[config.mk]
export PLATFORM = sky130hd
export DESIGN_NAME = seg7_capture
export DESIGN_NICKNAME = d
export VERILOG_FILES = /design/src/rtl/seg7_pkg.sv /design/src/rtl/seg7_decode.sv /design/src/rtl/seg7_capture.sv
export SDC_FILE = /design/constraint.sdc
export NUM_CORES = 1
export LEC_CHECK = 0
export ABC_AREA = 0
export CORE_MARGIN = 4
export CORE_UTILIZATION = 35
export DETAILED_ROUTE_END_ITERATION = 8
export SLEW_MARGIN = 0
export SYNTH_ARGS = -nofsm -noshare
export SYNTH_HDL_FRONTEND = slang
export SYNTH_HIERARCHICAL = 1
export SYNTH_SLANG_ARGS = --single-unit
[constraint.sdc]
create_clock -name clk -period 3.45 [get_ports clk]
set_input_delay 0.69 -clock clk [delete_from_list [all_inputs] [get_ports clk]]
set_output_delay 0.69 -clock clk [all_outputs]
set_load 0.01 [all_outputs]
[src/rtl/seg7_pkg.sv]
// Shared constants for the seven-segment capture block: glyph table, blank pattern, defaults.
package seg7_pkg;

  localparam int unsigned DEFAULT_DIGITS        = 4;
  localparam int unsigned DEFAULT_STABLE_CYCLES = 4;

  localparam int unsigned SEG_W = 7;
  localparam int unsigned NIB_W = 4;
  localparam int unsigned CNT_W = 8;
  localparam int unsigned NUM_GLYPHS = 16;

  // Active-low segment patterns, bit6 = middle ... bit0 = top.
  localparam logic [SEG_W-1:0] SEG_BLANK = 7'b1111111;
  localparam logic [SEG_W-1:0] GLYPH_0   = 7'b1000000;
  localparam logic [SEG_W-1:0] GLYPH_1   = 7'b1111001;
  localparam logic [SEG_W-1:0] GLYPH_2   = 7'b0100100;
  localparam logic [SEG_W-1:0] GLYPH_3   = 7'b0110000;
  localparam logic [SEG_W-1:0] GLYPH_4   = 7'b0011001;
  localparam logic [SEG_W-1:0] GLYPH_5   = 7'b0010010;
  localparam logic [SEG_W-1:0] GLYPH_6   = 7'b0000010;
  localparam logic [SEG_W-1:0] GLYPH_7   = 7'b1111000;
  localparam logic [SEG_W-1:0] GLYPH_8   = 7'b0000000;
  localparam logic [SEG_W-1:0] GLYPH_9   = 7'b0010000;
  localparam logic [SEG_W-1:0] GLYPH_A   = 7'b0001000;
  localparam logic [SEG_W-1:0] GLYPH_B   = 7'b0000011;
  localparam logic [SEG_W-1:0] GLYPH_C   = 7'b1000110;
  localparam logic [SEG_W-1:0] GLYPH_D   = 7'b0100001;
  localparam logic [SEG_W-1:0] GLYPH_E   = 7'b0000110;
  localparam logic [SEG_W-1:0] GLYPH_F   = 7'b0001110;

  typedef enum logic [1:0] {
    ST_WAIT  = 2'd0,
    ST_COUNT = 2'd1,
    ST_HELD  = 2'd2
  } cap_state_e;

  // Nibble to segment pattern; the same table drives the hex-to-segment encoder.
  function automatic logic [SEG_W-1:0] glyph_of(input logic [NIB_W-1:0] nib);
    logic [SEG_W-1:0] g;
    case (nib)
      4'h0:    g = GLYPH_0;
      4'h1:    g = GLYPH_1;
      4'h2:    g = GLYPH_2;
      4'h3:    g = GLYPH_3;
      4'h4:    g = GLYPH_4;
      4'h5:    g = GLYPH_5;
      4'h6:    g = GLYPH_6;
      4'h7:    g = GLYPH_7;
      4'h8:    g = GLYPH_8;
      4'h9:    g = GLYPH_9;
      4'hA:    g = GLYPH_A;
      4'hB:    g = GLYPH_B;
      4'hC:    g = GLYPH_C;
      4'hD:    g = GLYPH_D;
      4'hE:    g = GLYPH_E;
      default: g = GLYPH_F;
    endcase
    return g;
  endfunction

endpackage

[src/rtl/seg7_decode.sv]
// Segment pattern to hex nibble decoder; unknown patterns give nibble 0 with err set.
module seg7_decode
  import seg7_pkg::*;
(
  input  logic [SEG_W-1:0] seg_n,
  output logic [NIB_W-1:0] nibble,
  output logic             err
);

  // Search the glyph table; patterns are unique so at most one entry matches.
  always_comb begin
    nibble = '0;
    err    = 1'b1;
    for (int unsigned i = 0; i < NUM_GLYPHS; i++) begin
      if (seg_n == glyph_of(NIB_W'(i))) begin
        nibble = NIB_W'(i);
        err    = 1'b0;
      end
    end
  end

endmodule

[src/rtl/seg7_capture.sv]
// Captures a multiplexed seven-segment display scan into per-slot hex nibbles.
// Each slot is written once its strobe/segment pattern has been stable long enough.
module seg7_capture
  import seg7_pkg::*;
#(
  parameter int unsigned DIGITS        = DEFAULT_DIGITS,
  parameter int unsigned STABLE_CYCLES = DEFAULT_STABLE_CYCLES
) (
  input  logic                    clk,
  input  logic                    reset,
  input  logic [SEG_W-1:0]        seg_n,
  input  logic [DIGITS-1:0]       an_n,
  output logic [NIB_W*DIGITS-1:0] digits,
  output logic [DIGITS-1:0]       digit_err,
  output logic                    frame_valid,
  output logic                    strobe_err
);

  localparam int unsigned SMP_W = DIGITS + SEG_W;
  localparam int unsigned LOW_W = $clog2(DIGITS + 1);
  localparam logic [CNT_W-1:0] STABLE_LIM = CNT_W'(STABLE_CYCLES);

  logic [SEG_W-1:0]  seg_s1_q, seg_s1_d, seg_s2_q, seg_s2_d;
  logic [DIGITS-1:0] an_s1_q, an_s1_d, an_s2_q, an_s2_d;
  logic [SMP_W-1:0]  prev_q, prev_d;

  cap_state_e        state_q, state_d;
  logic [CNT_W-1:0]  counter_q, counter_d;

  logic [DIGITS-1:0]             mask_q, mask_d;
  logic [DIGITS-1:0][NIB_W-1:0]  shadow_nib_q, shadow_nib_d;
  logic [DIGITS-1:0]             shadow_err_q, shadow_err_d;
  logic [DIGITS-1:0][NIB_W-1:0]  digits_q, digits_d;
  logic [DIGITS-1:0]             digit_err_q, digit_err_d;
  logic                          frame_valid_q, frame_valid_d;
  logic                          strobe_err_q, strobe_err_d;

  logic [SMP_W-1:0]  sample_c;
  logic              changed_c;
  logic              capture_c;
  logic [DIGITS-1:0] cap_an_c;
  logic [DIGITS-1:0] an_low_c;
  logic [SEG_W-1:0]  cap_seg_c;
  logic [LOW_W-1:0]  low_cnt_c;
  logic [NIB_W-1:0]  dec_nib_c;
  logic              dec_err_c;

  // Two-flop synchronizer and previous-sample register.
  always_comb begin
    seg_s1_d  = seg_n;
    seg_s2_d  = seg_s1_q;
    an_s1_d   = an_n;
    an_s2_d   = an_s1_q;
    sample_c  = {an_s2_q, seg_s2_q};
    prev_d    = sample_c;
    changed_c = (sample_c != prev_q);
    cap_an_c  = prev_q[SMP_W-1:SEG_W];
    cap_seg_c = prev_q[SEG_W-1:0];
  end

  seg7_decode u_decode (
    .seg_n  (cap_seg_c),
    .nibble (dec_nib_c),
    .err    (dec_err_c)
  );

  always_ff @(posedge clk) begin
    if (reset) begin
      state_q <= ST_WAIT;
    end else begin
      state_q <= state_d;
    end
  end

  // Stability FSM; capture fires once the held sample has been seen STABLE_CYCLES times.
  always_comb begin
    state_d   = state_q;
    counter_d = counter_q;
    capture_c = 1'b0;
    case (state_q)
      ST_WAIT: begin
        if (changed_c) begin
          state_d   = ST_COUNT;
          counter_d = CNT_W'(1);
        end
      end
      ST_COUNT: begin
        if (counter_q >= STABLE_LIM) begin
          capture_c = 1'b1;
          if (changed_c) begin
            counter_d = CNT_W'(1);
          end else begin
            state_d = ST_HELD;
          end
        end else if (changed_c) begin
          counter_d = CNT_W'(1);
        end else if (counter_q != '1) begin
          counter_d = counter_q + CNT_W'(1);
        end
      end
      ST_HELD: begin
        if (changed_c) begin
          state_d   = ST_COUNT;
          counter_d = CNT_W'(1);
        end
      end
      default: begin
        state_d   = ST_WAIT;
        counter_d = '0;
      end
    endcase
  end

  // Count active strobes in the captured sample.
  always_comb begin
    an_low_c  = ~cap_an_c;
    low_cnt_c = '0;
    for (int unsigned i = 0; i < DIGITS; i++) begin
      if (an_low_c[i]) begin
        low_cnt_c = low_cnt_c + LOW_W'(1);
      end
    end
  end

  // Shadow write, frame publish and strobe error tracking.
  always_comb begin
    mask_d        = mask_q;
    shadow_nib_d  = shadow_nib_q;
    shadow_err_d  = shadow_err_q;
    digits_d      = digits_q;
    digit_err_d   = digit_err_q;
    frame_valid_d = 1'b0;
    strobe_err_d  = strobe_err_q;

    if (mask_q == '1) begin
      digits_d      = shadow_nib_q;
      digit_err_d   = shadow_err_q;
      frame_valid_d = 1'b1;
      mask_d        = '0;
    end

    if (capture_c) begin
      if (low_cnt_c == LOW_W'(1)) begin
        for (int unsigned i = 0; i < DIGITS; i++) begin
          if (an_low_c[i]) begin
            shadow_nib_d[i] = dec_nib_c;
            shadow_err_d[i] = dec_err_c;
            mask_d[i]       = 1'b1;
          end
        end
      end else if (low_cnt_c > LOW_W'(1)) begin
        strobe_err_d = 1'b1;
      end
    end
  end

  always_ff @(posedge clk) begin
    if (reset) begin
      seg_s1_q      <= SEG_BLANK;
      seg_s2_q      <= SEG_BLANK;
      an_s1_q       <= '1;
      an_s2_q       <= '1;
      prev_q        <= '1;
      counter_q     <= '0;
      mask_q        <= '0;
      shadow_nib_q  <= '0;
      shadow_err_q  <= '0;
      digits_q      <= '0;
      digit_err_q   <= '0;
      frame_valid_q <= 1'b0;
      strobe_err_q  <= 1'b0;
    end else begin
      seg_s1_q      <= seg_s1_d;
      seg_s2_q      <= seg_s2_d;
      an_s1_q       <= an_s1_d;
      an_s2_q       <= an_s2_d;
      prev_q        <= prev_d;
      counter_q     <= counter_d;
      mask_q        <= mask_d;
      shadow_nib_q  <= shadow_nib_d;
      shadow_err_q  <= shadow_err_d;
      digits_q      <= digits_d;
      digit_err_q   <= digit_err_d;
      frame_valid_q <= frame_valid_d;
      strobe_err_q  <= strobe_err_d;
    end
  end

  assign digits      = digits_q;
  assign digit_err   = digit_err_q;
  assign frame_valid = frame_valid_q;
  assign strobe_err  = strobe_err_q;

endmodule

==> results of run 1 <==
-- cell families (layout without fill, tap and decap cells) --
group	count (synthesis)	after routing	share of synthesized area
buf+inv	31	59	0.0418
fa+ha+maj	5	5	0.0170
xor+xnor	17	17	0.0442
flops	89	89	0.484
simple gates	170	170	0.253
mux	21	21	0.0605
compound gates	54	54	0.0996
-- where the power goes --
part           internal (mW)  leakage, nW  total, mW  switching (mW)
Combinational         0.0427        0.758     0.0829          0.0402
Sequential              1.04        0.724       1.06          0.0178
Clock                  0.303       0.0878      0.668           0.365
-- per-layer routing --
layer	track usage	vias up	wire length (µm)
met2	0.176	60	3030
met4	0.0443	0	80
li1	-	1358	-
met1	0.137	1187	3060
met5	0	-	0
met3	0.0334	8	366
-- worst reg2reg max path, cell delays in order, from the launching register on --
cell	delay (ns)
dfxtp_1	0.41
inv_1	0.07
ha_1	0.34
xnor2_1	0.25
ha_1	0.19
nand2b_1	0.06
xnor2_1	0.45
nand4_2	0.33
mux2i_1	0.20
-- area by class of cell --
| class | instances | area, µm² | area share |
|---|---|---|---|
| Sequential cell | 89 | 1780 | 0.418 |
| Multi-Input combinational cell | 267 | 1750 | 0.409 |
| Timing Repair Buffer | 36 | 350 | 0.0821 |
| Tap cell | 136 | 170 | 0.0399 |
| Clock buffer | 11 | 151 | 0.0355 |
| Clock inverter | 5 | 40.0 | 0.00939 |
| Inverter | 7 | 26.3 | 0.00616 |
-- cell usage after synthesis, types with 3 or more instances --
cell type	instances
dfxtp_1	89
nand2_1	73
or2_2	33
a21oi_1	30
mux2i_1	20
clkbuf_1	15
xnor2_1	15
nor2_1	11
nor3b_1	7
inv_1	6
ha_1	5
nand4_1	5
and2_1	4
nor2b_1	4
a2111oi_2	3
buf_2	3
buf_4	3
buf_6	3
nand2b_1	3
nand3_1	3
nor4_1	3
-- path summary, 6_finish.rpt --
| check | to | slack [ns] | depth (start not counted) |
|---|---|---|---|
| max | shadow_nib_q[14]$_SDFFE_PP0P_ | 1.05 | 8 |
| min | seg_s2_q[4]$_SDFF_PP1_ | 0.40 | 1 |
| max reg2reg | shadow_nib_q[14]$_SDFFE_PP0P_ | 1.05 | 8 |
| min reg2reg | seg_s2_q[4]$_SDFF_PP1_ | 0.40 | 1 |
-- sequential cells by signal (all words and copies together) (netlist names), 7 cells and up --
register,flops
seg_s2_q,7
digits,16
prev_q,11
seg_s1_q,7
shadow_nib_q,16
counter_q,8
-- through the flow --
step	utilization	hold WS, ns
2_1_floorplan	-	0.389
3_5_place_dp	0.396	0.393
3_3_place_gp	0.396	0.393
5_1_grt	0.415	0.398
6_report	0.415	0.396
4_1_cts	0.415	0.400
==> impl_metrics.yaml, run 1 <==
layout:
  diodes: 0
  drive_above_1_share: 0.157
  fillerInstances: 1056
  syn2layout_area_growth_pct: 15.9
  layout_common_cells: "dfxtp_1 (89), nand2_1 (73), or2_2 (33), clkdlybuf4s50_1 (33), a21oi_1 (30)"
  layout.nets: 428
  fin_area_um2: 4270
  final_cells: 551
  layout.cells.most_common: "dfxtp_1"
die:
  rows: 37
  io-pin-count: 35
  core_um2: 10300
  die_area_um2: 12200
  initial_core_util: 0.358
  die_h_um: 111
  die_w_um: 111
clock_network:
  cts_resized: 0
  cts_inserted_buffers: 9
  clock-sinks: 89
  clkTransAtPathRegs_ns: 0.09
  clkLatencyLatePin_ns: 0.36
  cts-root-buf: "clkbuf_8"
  post-cts-setup-buffers: 0
  cts_tree: "yes"
  clockBufferDepth: 2
  holdBufCountCts: 0
  cts_max_level: 3
yosys:
  synth_top_area_share: 0.484
  synth_edf_count: 0
  synth_top_flop_cell: "dfxtp_1"
  synth_nets: 405
  synth-seq-area-share: 0.484
  ys_top_cells_by_area: "dfxtp_1 (48%), nand2_1 (7.4%), or2_2 (5.6%), mux2i_1 (5.4%), a21oi_1 (4.1%)"
  syn_inst: 387
  synth_area_um2: 3680
  synth_cell_type_count: 58
  async_flop_share: 0
  ys_ff_latch: 89
  syn_area_per_cell_um2: 9.51
  yosys.area.top_type: "dfxtp_1"
  yosysWarnings: 6
place:
  dp_hpwl_mm: 4.54
  io_buffers: 34
  pre_cts_ws_ns: 1.04
  placed_cells: 535
  globalplace.congestion: 0.766
  placed_area_um2: 4070
global_route:
  grt_pass1_wl_mm: 11.1
  antenna_found_initial: 0
  grt_max_degree: 47
  grt.overflow.total: 0
  grtUsageTotal: 0.110
  grt_pass1_vias: 2372
min_path:
  min_from: "seg_s1_q[4]$_SDFF_PP1_"
  hold_class: "reg -> reg"
flow_run:
  drv_cap: 0
worst_setup_path:
  setup.worst_path.end_class: "register"
  crit_buf_inv: 1
  cp.required_ns: 3.69
  critPathSlowestCell: "xnor2_1"
  critPathTopFamily: "XOR/XNOR gates"
  crit_fanout: 6
  cp-start-kind: "register"
  cpPeakStageDelay_ns: 0.45
  cp.arrival_ns: 2.64
  startpoint: "prev_q[7]$_SDFF_PP1_"
  crit_type: "reg -> reg"
  reg2reg_from: "prev_q[7]$_SDFF_PP1_"
  cp_cell_sequence: "inv_1 > ha_1 > xnor2_1 > ha_1 > nand2b_1 > xnor2_1 > nand4_2 > mux2i_1"
route:
  drt_iter0_markers: 147
  vias: 2613
  ant_nets: 0
  drt_drc_violations_left: 0
  wire_per_inst_um: 11.9
  routed_wl_mm: 6.54
  routed_via_density: 4.74
  drt_pass1_iterations: 4
timing:
  slew_headroom: 0.366
  slew_viol_final: 0
  finClkSkew_ns: 0.0153
  tightest_slew_ns: 0.947
  hold_viol_final: 0
  tns_ns: 0
  finalCritPeriodShare: 0.697
  min_period_ns: 2.40
  timing.final.ws_setup_ns: 1.05
  fmax_mhz: 416
  setup_viol: 0
  rsz0062_at_grt: "false"
pwr:
  irDropWorstVdd_mv: 0.264
  power_density_nw_per_um2: 425
  total_power_mw: 1.81
  p_leak_nw: 1.57
run_status:
  status: "finished, final reports clean"
Power figures use the tool's default switching activity.
==> run 2: changes to the inputs <==
==> constraint.sdc (replaced) <==
create_clock -name clk -period 2.5 [get_ports clk]
set_input_delay 0.5 -clock clk [delete_from_list [all_inputs] [get_ports clk]]
set_output_delay 0.5 -clock clk [all_outputs]
set_load 0.01 [all_outputs]
==> impl_metrics.yaml, run 2 (same netlist as run 1, synthesis figures left out) <==
place:
  placed_cells: 537
  io_buffers: 34
  dp_hpwl_mm: 4.72
  placed_area_um2: 4090
  globalplace.congestion: 0.797
clock_network:
  cts-root-buf: "clkbuf_8"
  holdBufCountCts: 0
  clkLatencyLatePin_ns: 0.35
  cts_inserted_buffers: 9
  cts_max_level: 3
  clock-sinks: 89
  post-cts-setup-buffers: 0
  clkTransAtPathRegs_ns: 0.08
  clockBufferDepth: 2
  cts_tree: "yes"
layout:
  syn2layout_area_growth_pct: 16.9
  diodes: 0
  layout.cells.most_common: "dfxtp_1"
  layout_common_cells: "dfxtp_1 (89), nand2_1 (73), or2_2 (33), clkdlybuf4s50_1 (33), a21oi_1 (30)"
  drive_above_1_share: 0.161
  layout.nets: 430
  fin_area_um2: 4300
  final_cells: 553
  utilization: 0.419
route:
  drt_drc_violations_left: 0
  vias: 2579
  wire_per_inst_um: 11.9
  drt_pass1_iterations: 4
  routed_via_density: 4.66
  drt_iter0_markers: 174
  routed_wl_mm: 6.57
  ant_nets: 0
worst_setup_path:
  cpMostUsedCell: "ha_1"
  cp.arrival_ns: 2.63
  setup.worst_path.end_class: "register"
  critPathTopFamily: "simple AND/OR/NAND/NOR gates"
  cp_cell_sequence: "inv_1 > ha_1 > or2b_1 > and2_1 > ha_1 > nor2b_1 > a31oi_4 > and3_2 > mux2i_1"
  critPathSlowestCell: "dfxtp_1"
  startpoint: "prev_q[7]$_SDFF_PP1_"
  crit_type: "reg -> reg"
  cp-start-kind: "register"
  crit_fanout: 6
  cp.required_ns: 2.78
  reg2reg_from: "prev_q[7]$_SDFF_PP1_"
  crit_buf_inv: 1
  cpPeakStageDelay_ns: 0.41
die:
  die_h_um: 111
  rows: 37
  io-pin-count: 35
  die_area_um2: 12200
  core_um2: 10300
  die_w_um: 111
  initial_core_util: 0.358
timing:
  tns_ns: 0
  min_period_ns: 2.35
  setup_viol: 0
  tightest_slew_ns: 0.606
  slew_viol_final: 0
  fmax_mhz: 425
  slew_headroom: 0.596
  rsz0062_at_grt: "true"
  finClkSkew_ns: 0.0111
  finalCritPeriodShare: 0.941
  hold_viol_final: 0
pwr:
  p_leak_nw: 1.59
  power_density_nw_per_um2: 585
  irDropWorstVdd_mv: 0.345
  total_power_mw: 2.52
global_route:
  grt_pass1_wl_mm: 11.3
  grt_pass1_vias: 2493
  grt.overflow.total: 0
  antenna_found_initial: 0
  grtUsageTotal: 0.110
  grt_max_degree: 47
run_status:
  status: "finished, final reports clean"
min_path:
  hold_class: "reg -> reg"
  min_from: "an_s1_q[0]$_SDFF_PP1_"
flow_run:
  drv_cap: 0
[run 2: changes by cell type in the layout (fill, tap and decap cells not counted), moves of 2 or more]
cell        delta
buf_4          +2
clkbuf_1       +2
clkbuf_8       -2
clkinv_2       +2
clkinvlp_4     -2
[run 2: metrics by stage]
step                      hold WS [ns]  setup slack (ns)
after floorplan                  0.389             0.272
after CTS                        0.414            0.0608
after global routing             0.417           -0.0249
after global placement           0.393             0.149
final                            0.409             0.148
after detailed placement         0.394            0.0819
[run 2: path summary, 6_finish.rpt]
check,endpoint,slack [ns],depth (start not counted)
min,an_s2_q[0]$_SDFF_PP1_,0.41,1
max reg2reg,shadow_nib_q[5]$_SDFFE_PP0P_,0.15,9
min reg2reg,an_s2_q[0]$_SDFF_PP1_,0.41,1
max,shadow_nib_q[5]$_SDFFE_PP0P_,0.15,9
[run 2: final cells by class]
cell class	instances	area, µm²
Clock buffer	11	131
Inverter	7	26.3
Sequential cell	89	1780
Clock inverter	5	56.3
Fill cell	1027	5970
Multi-Input combinational cell	267	1770
Timing Repair Buffer	38	365
Tap cell	136	170
[run 2: what timing repair did]
item | 4_1_cts | 5_1_grt
hold endpoints to repair | 0 | 0
gates resized for setup | 0 | 4
setup endpoints to repair | 0 | 21
[run 2: layer usage]
layer	part of all wire	wire, µm	GRT usage	vias up
met5	0	0	0	-
met4	0.015	98	0.0394	0
met3	0.042	278	0.0323	9
met2	0.47	3070	0.186	42
met1	0.47	3120	0.134	1171
li1	-	-	-	1357
[run 2: power breakdown]
group / internal [mW] / switching, mW / total, mW
sequential: 1.44 / 0.0241 / 1.46
combinational: 0.0601 / 0.0573 / 0.117
clock: 0.461 / 0.474 / 0.935
[run 2: worst register-to-register path, stage by stage, from the launching register on]
cell,delay (ns)
dfxtp_1,0.41
inv_1,0.06
ha_1,0.20
or2b_1,0.26
and2_1,0.15
ha_1,0.28
nor2b_1,0.15
a31oi_4,0.26
and3_2,0.29
mux2i_1,0.20
==> run 3: changes to the inputs <==
--- a/config.mk
+++ b/config.mk
@@ -7,7 +7,7 @@
 export LEC_CHECK = 0
 export ABC_AREA = 0
 export CORE_MARGIN = 4
-export CORE_UTILIZATION = 35
+export CORE_UTILIZATION = 25
 export DETAILED_ROUTE_END_ITERATION = 8
 export SLEW_MARGIN = 0
 export SYNTH_ARGS = -nofsm -noshare
==> impl_metrics.yaml, run 3 (same netlist as run 1, synthesis figures left out) <==
clock_network:
  clkTransAtPathRegs_ns: 0.06
  post-cts-setup-buffers: 0
  holdBufCountCts: 0
  cts_resized: 0
  cts-root-buf: "clkbuf_16"
  cts_max_level: 3
  clkLatencyLatePin_ns: 0.34
  cts_tree: "yes"
  clock-sinks: 89
  cts_inserted_buffers: 9
  clockBufferDepth: 2
timing:
  tightest_slew_ns: 0.660
  setup_viol: 0
  min_period_ns: 2.39
  fmax_mhz: 419
  rsz0062_at_grt: "true"
  tns_ns: 0
  finClkSkew_ns: 0.00543
  slew_headroom: 0.560
  hold_viol_final: 0
  finalCritPeriodShare: 0.955
  slew_viol_final: 0
  hold_ws_ns: 0.403
flow_run:
  drv_cap: 0
die:
  die_h_um: 129
  core_um2: 14500
  rows: 44
  initial_core_util: 0.254
  die_w_um: 129
  io-pin-count: 35
  die_area_um2: 16700
route:
  routed_wl_mm: 7.18
  drt_drc_violations_left: 0
  ant_nets: 0
  routed_via_density: 4.36
  vias: 2615
  drt_pass1_iterations: 5
  wire_per_inst_um: 12.0
  drt_iter0_markers: 235
layout:
  diodes: 0
  syn2layout_area_growth_pct: 22.9
  layout.cells.most_common: "dfxtp_1"
  layout.nets: 429
  drive_above_1_share: 0.161
  layout_common_cells: "dfxtp_1 (89), nand2_1 (73), or2_2 (33), clkdlybuf4s50_1 (33), a21oi_1 (30)"
  fin_area_um2: 4520
worst_setup_path:
  reg2reg_from: "prev_q[7]$_SDFF_PP1_"
  r2r_slack_ns: 0.11
  cp-start-kind: "register"
  r2r_cells: 9
  crit_fanout: 6
  crit_type: "reg -> reg"
  cp.arrival_ns: 2.60
  rr_endpoint: "shadow_nib_q[8]$_SDFFE_PP0P_"
  setup.worst_path.end_class: "register"
  cp.required_ns: 2.71
run_status:
  status: "finished, final reports clean"
global_route:
  grt_max_degree: 47
  grt.overflow.total: 0
  antenna_found_initial: 0
  grtUsageTotal: 0.0910
  grt_pass1_vias: 2529
  grt_pass1_wl_mm: 12.2
place:
  globalplace.congestion: 0.826
  dp_hpwl_mm: 5.00
  io_buffers: 34
  placed_area_um2: 4140
min_path:
  hold_depth: 1
  hold_class: "reg -> reg"
  min_from: "seg_s1_q[5]$_SDFF_PP1_"
  holdPathEnd: "seg_s2_q[5]$_SDFF_PP1_"
pwr:
  p_leak_nw: 1.66
  irDropWorstVdd_mv: 0.342
  power_density_nw_per_um2: 693
-- run 3: worst max-delay path by stage --
stage / slack (ns) / end / cells past startpoint / startpoint
final: 0.11 / shadow_nib_q[8]$_SDFFE_PP0P_ / 9 / prev_q[7]$_SDFF_PP1_
after global routing: -0.05 / shadow_nib_q[11]$_SDFFE_PP0P_ / 9 / prev_q[7]$_SDFF_PP1_
after CTS: 0.06 / shadow_nib_q[14]$_SDFFE_PP0P_ / 8 / prev_q[7]$_SDFF_PP1_
after detailed placement: 0.04 / shadow_nib_q[14]$_SDFFE_PP0P_ / 8 / prev_q[7]$_SDFF_PP1_
after global placement: 0.16 / shadow_nib_q[12]$_SDFFE_PP0P_ / 9 / prev_q[7]$_SDFF_PP1_
after floorplan: 0.27 / shadow_nib_q[6]$_SDFFE_PP0P_ / 10 / prev_q[7]$_SDFF_PP1_
-- run 3: where the power goes --
group | switching, mW | internal (mW) | total (mW)
sequential | 0.0255 | 1.44 | 1.47
combinational | 0.0574 | 0.0596 | 0.117
clock | 0.519 | 1.03 | 1.55
total | 0.602 | 2.53 | 3.14
-- run 3: per-layer routing --
| layer | routed length, µm | up-vias | part of all wire | track usage |
|---|---|---|---|---|
| li1 | - | 1361 | - | - |
| met3 | 341 | 12 | 0.048 | 0.0330 |
| met1 | 3450 | 1190 | 0.48 | 0.118 |
| met2 | 3270 | 52 | 0.46 | 0.141 |
| met5 | 0 | - | 0 | 0 |
| met4 | 112 | 0 | 0.016 | 0.0315 |
-- run 3: per-stage QoR --
stage	util	worst slack (ns)	cells	total power, mW
global placement	0.286	0.159	584	1.61
floorplan	-	0.272	387	1.58
finish	0.312	0.112	600	3.14
global route	0.312	-0.0539	600	3.26
CTS	0.311	0.0587	600	3.18
detailed placement	0.286	0.0428	584	1.62
-- run 3: layout make-up --
| cell class | instances | area, µm² |
|---|---|---|
| clock inverter | 4 | 98.8 |
| fill | 1512 | 9960 |
| multi-input combinational | 267 | 1770 |
| clock buffer | 12 | 256 |
| sequential | 89 | 1780 |
| timing repair buffer | 37 | 358 |
| inverter | 7 | 26.3 |
| tap | 184 | 230 |
-- run 3: critical path, cell delays in order (launching register included) --
cell and delay (ns):
dfxtp_1 0.40, inv_1 0.06, ha_1 0.20, or2b_1 0.27
and2_1 0.16, ha_1 0.29, nor2b_1 0.16, a31oi_4 0.28
nand3_2 0.26, mux2i_1 0.18
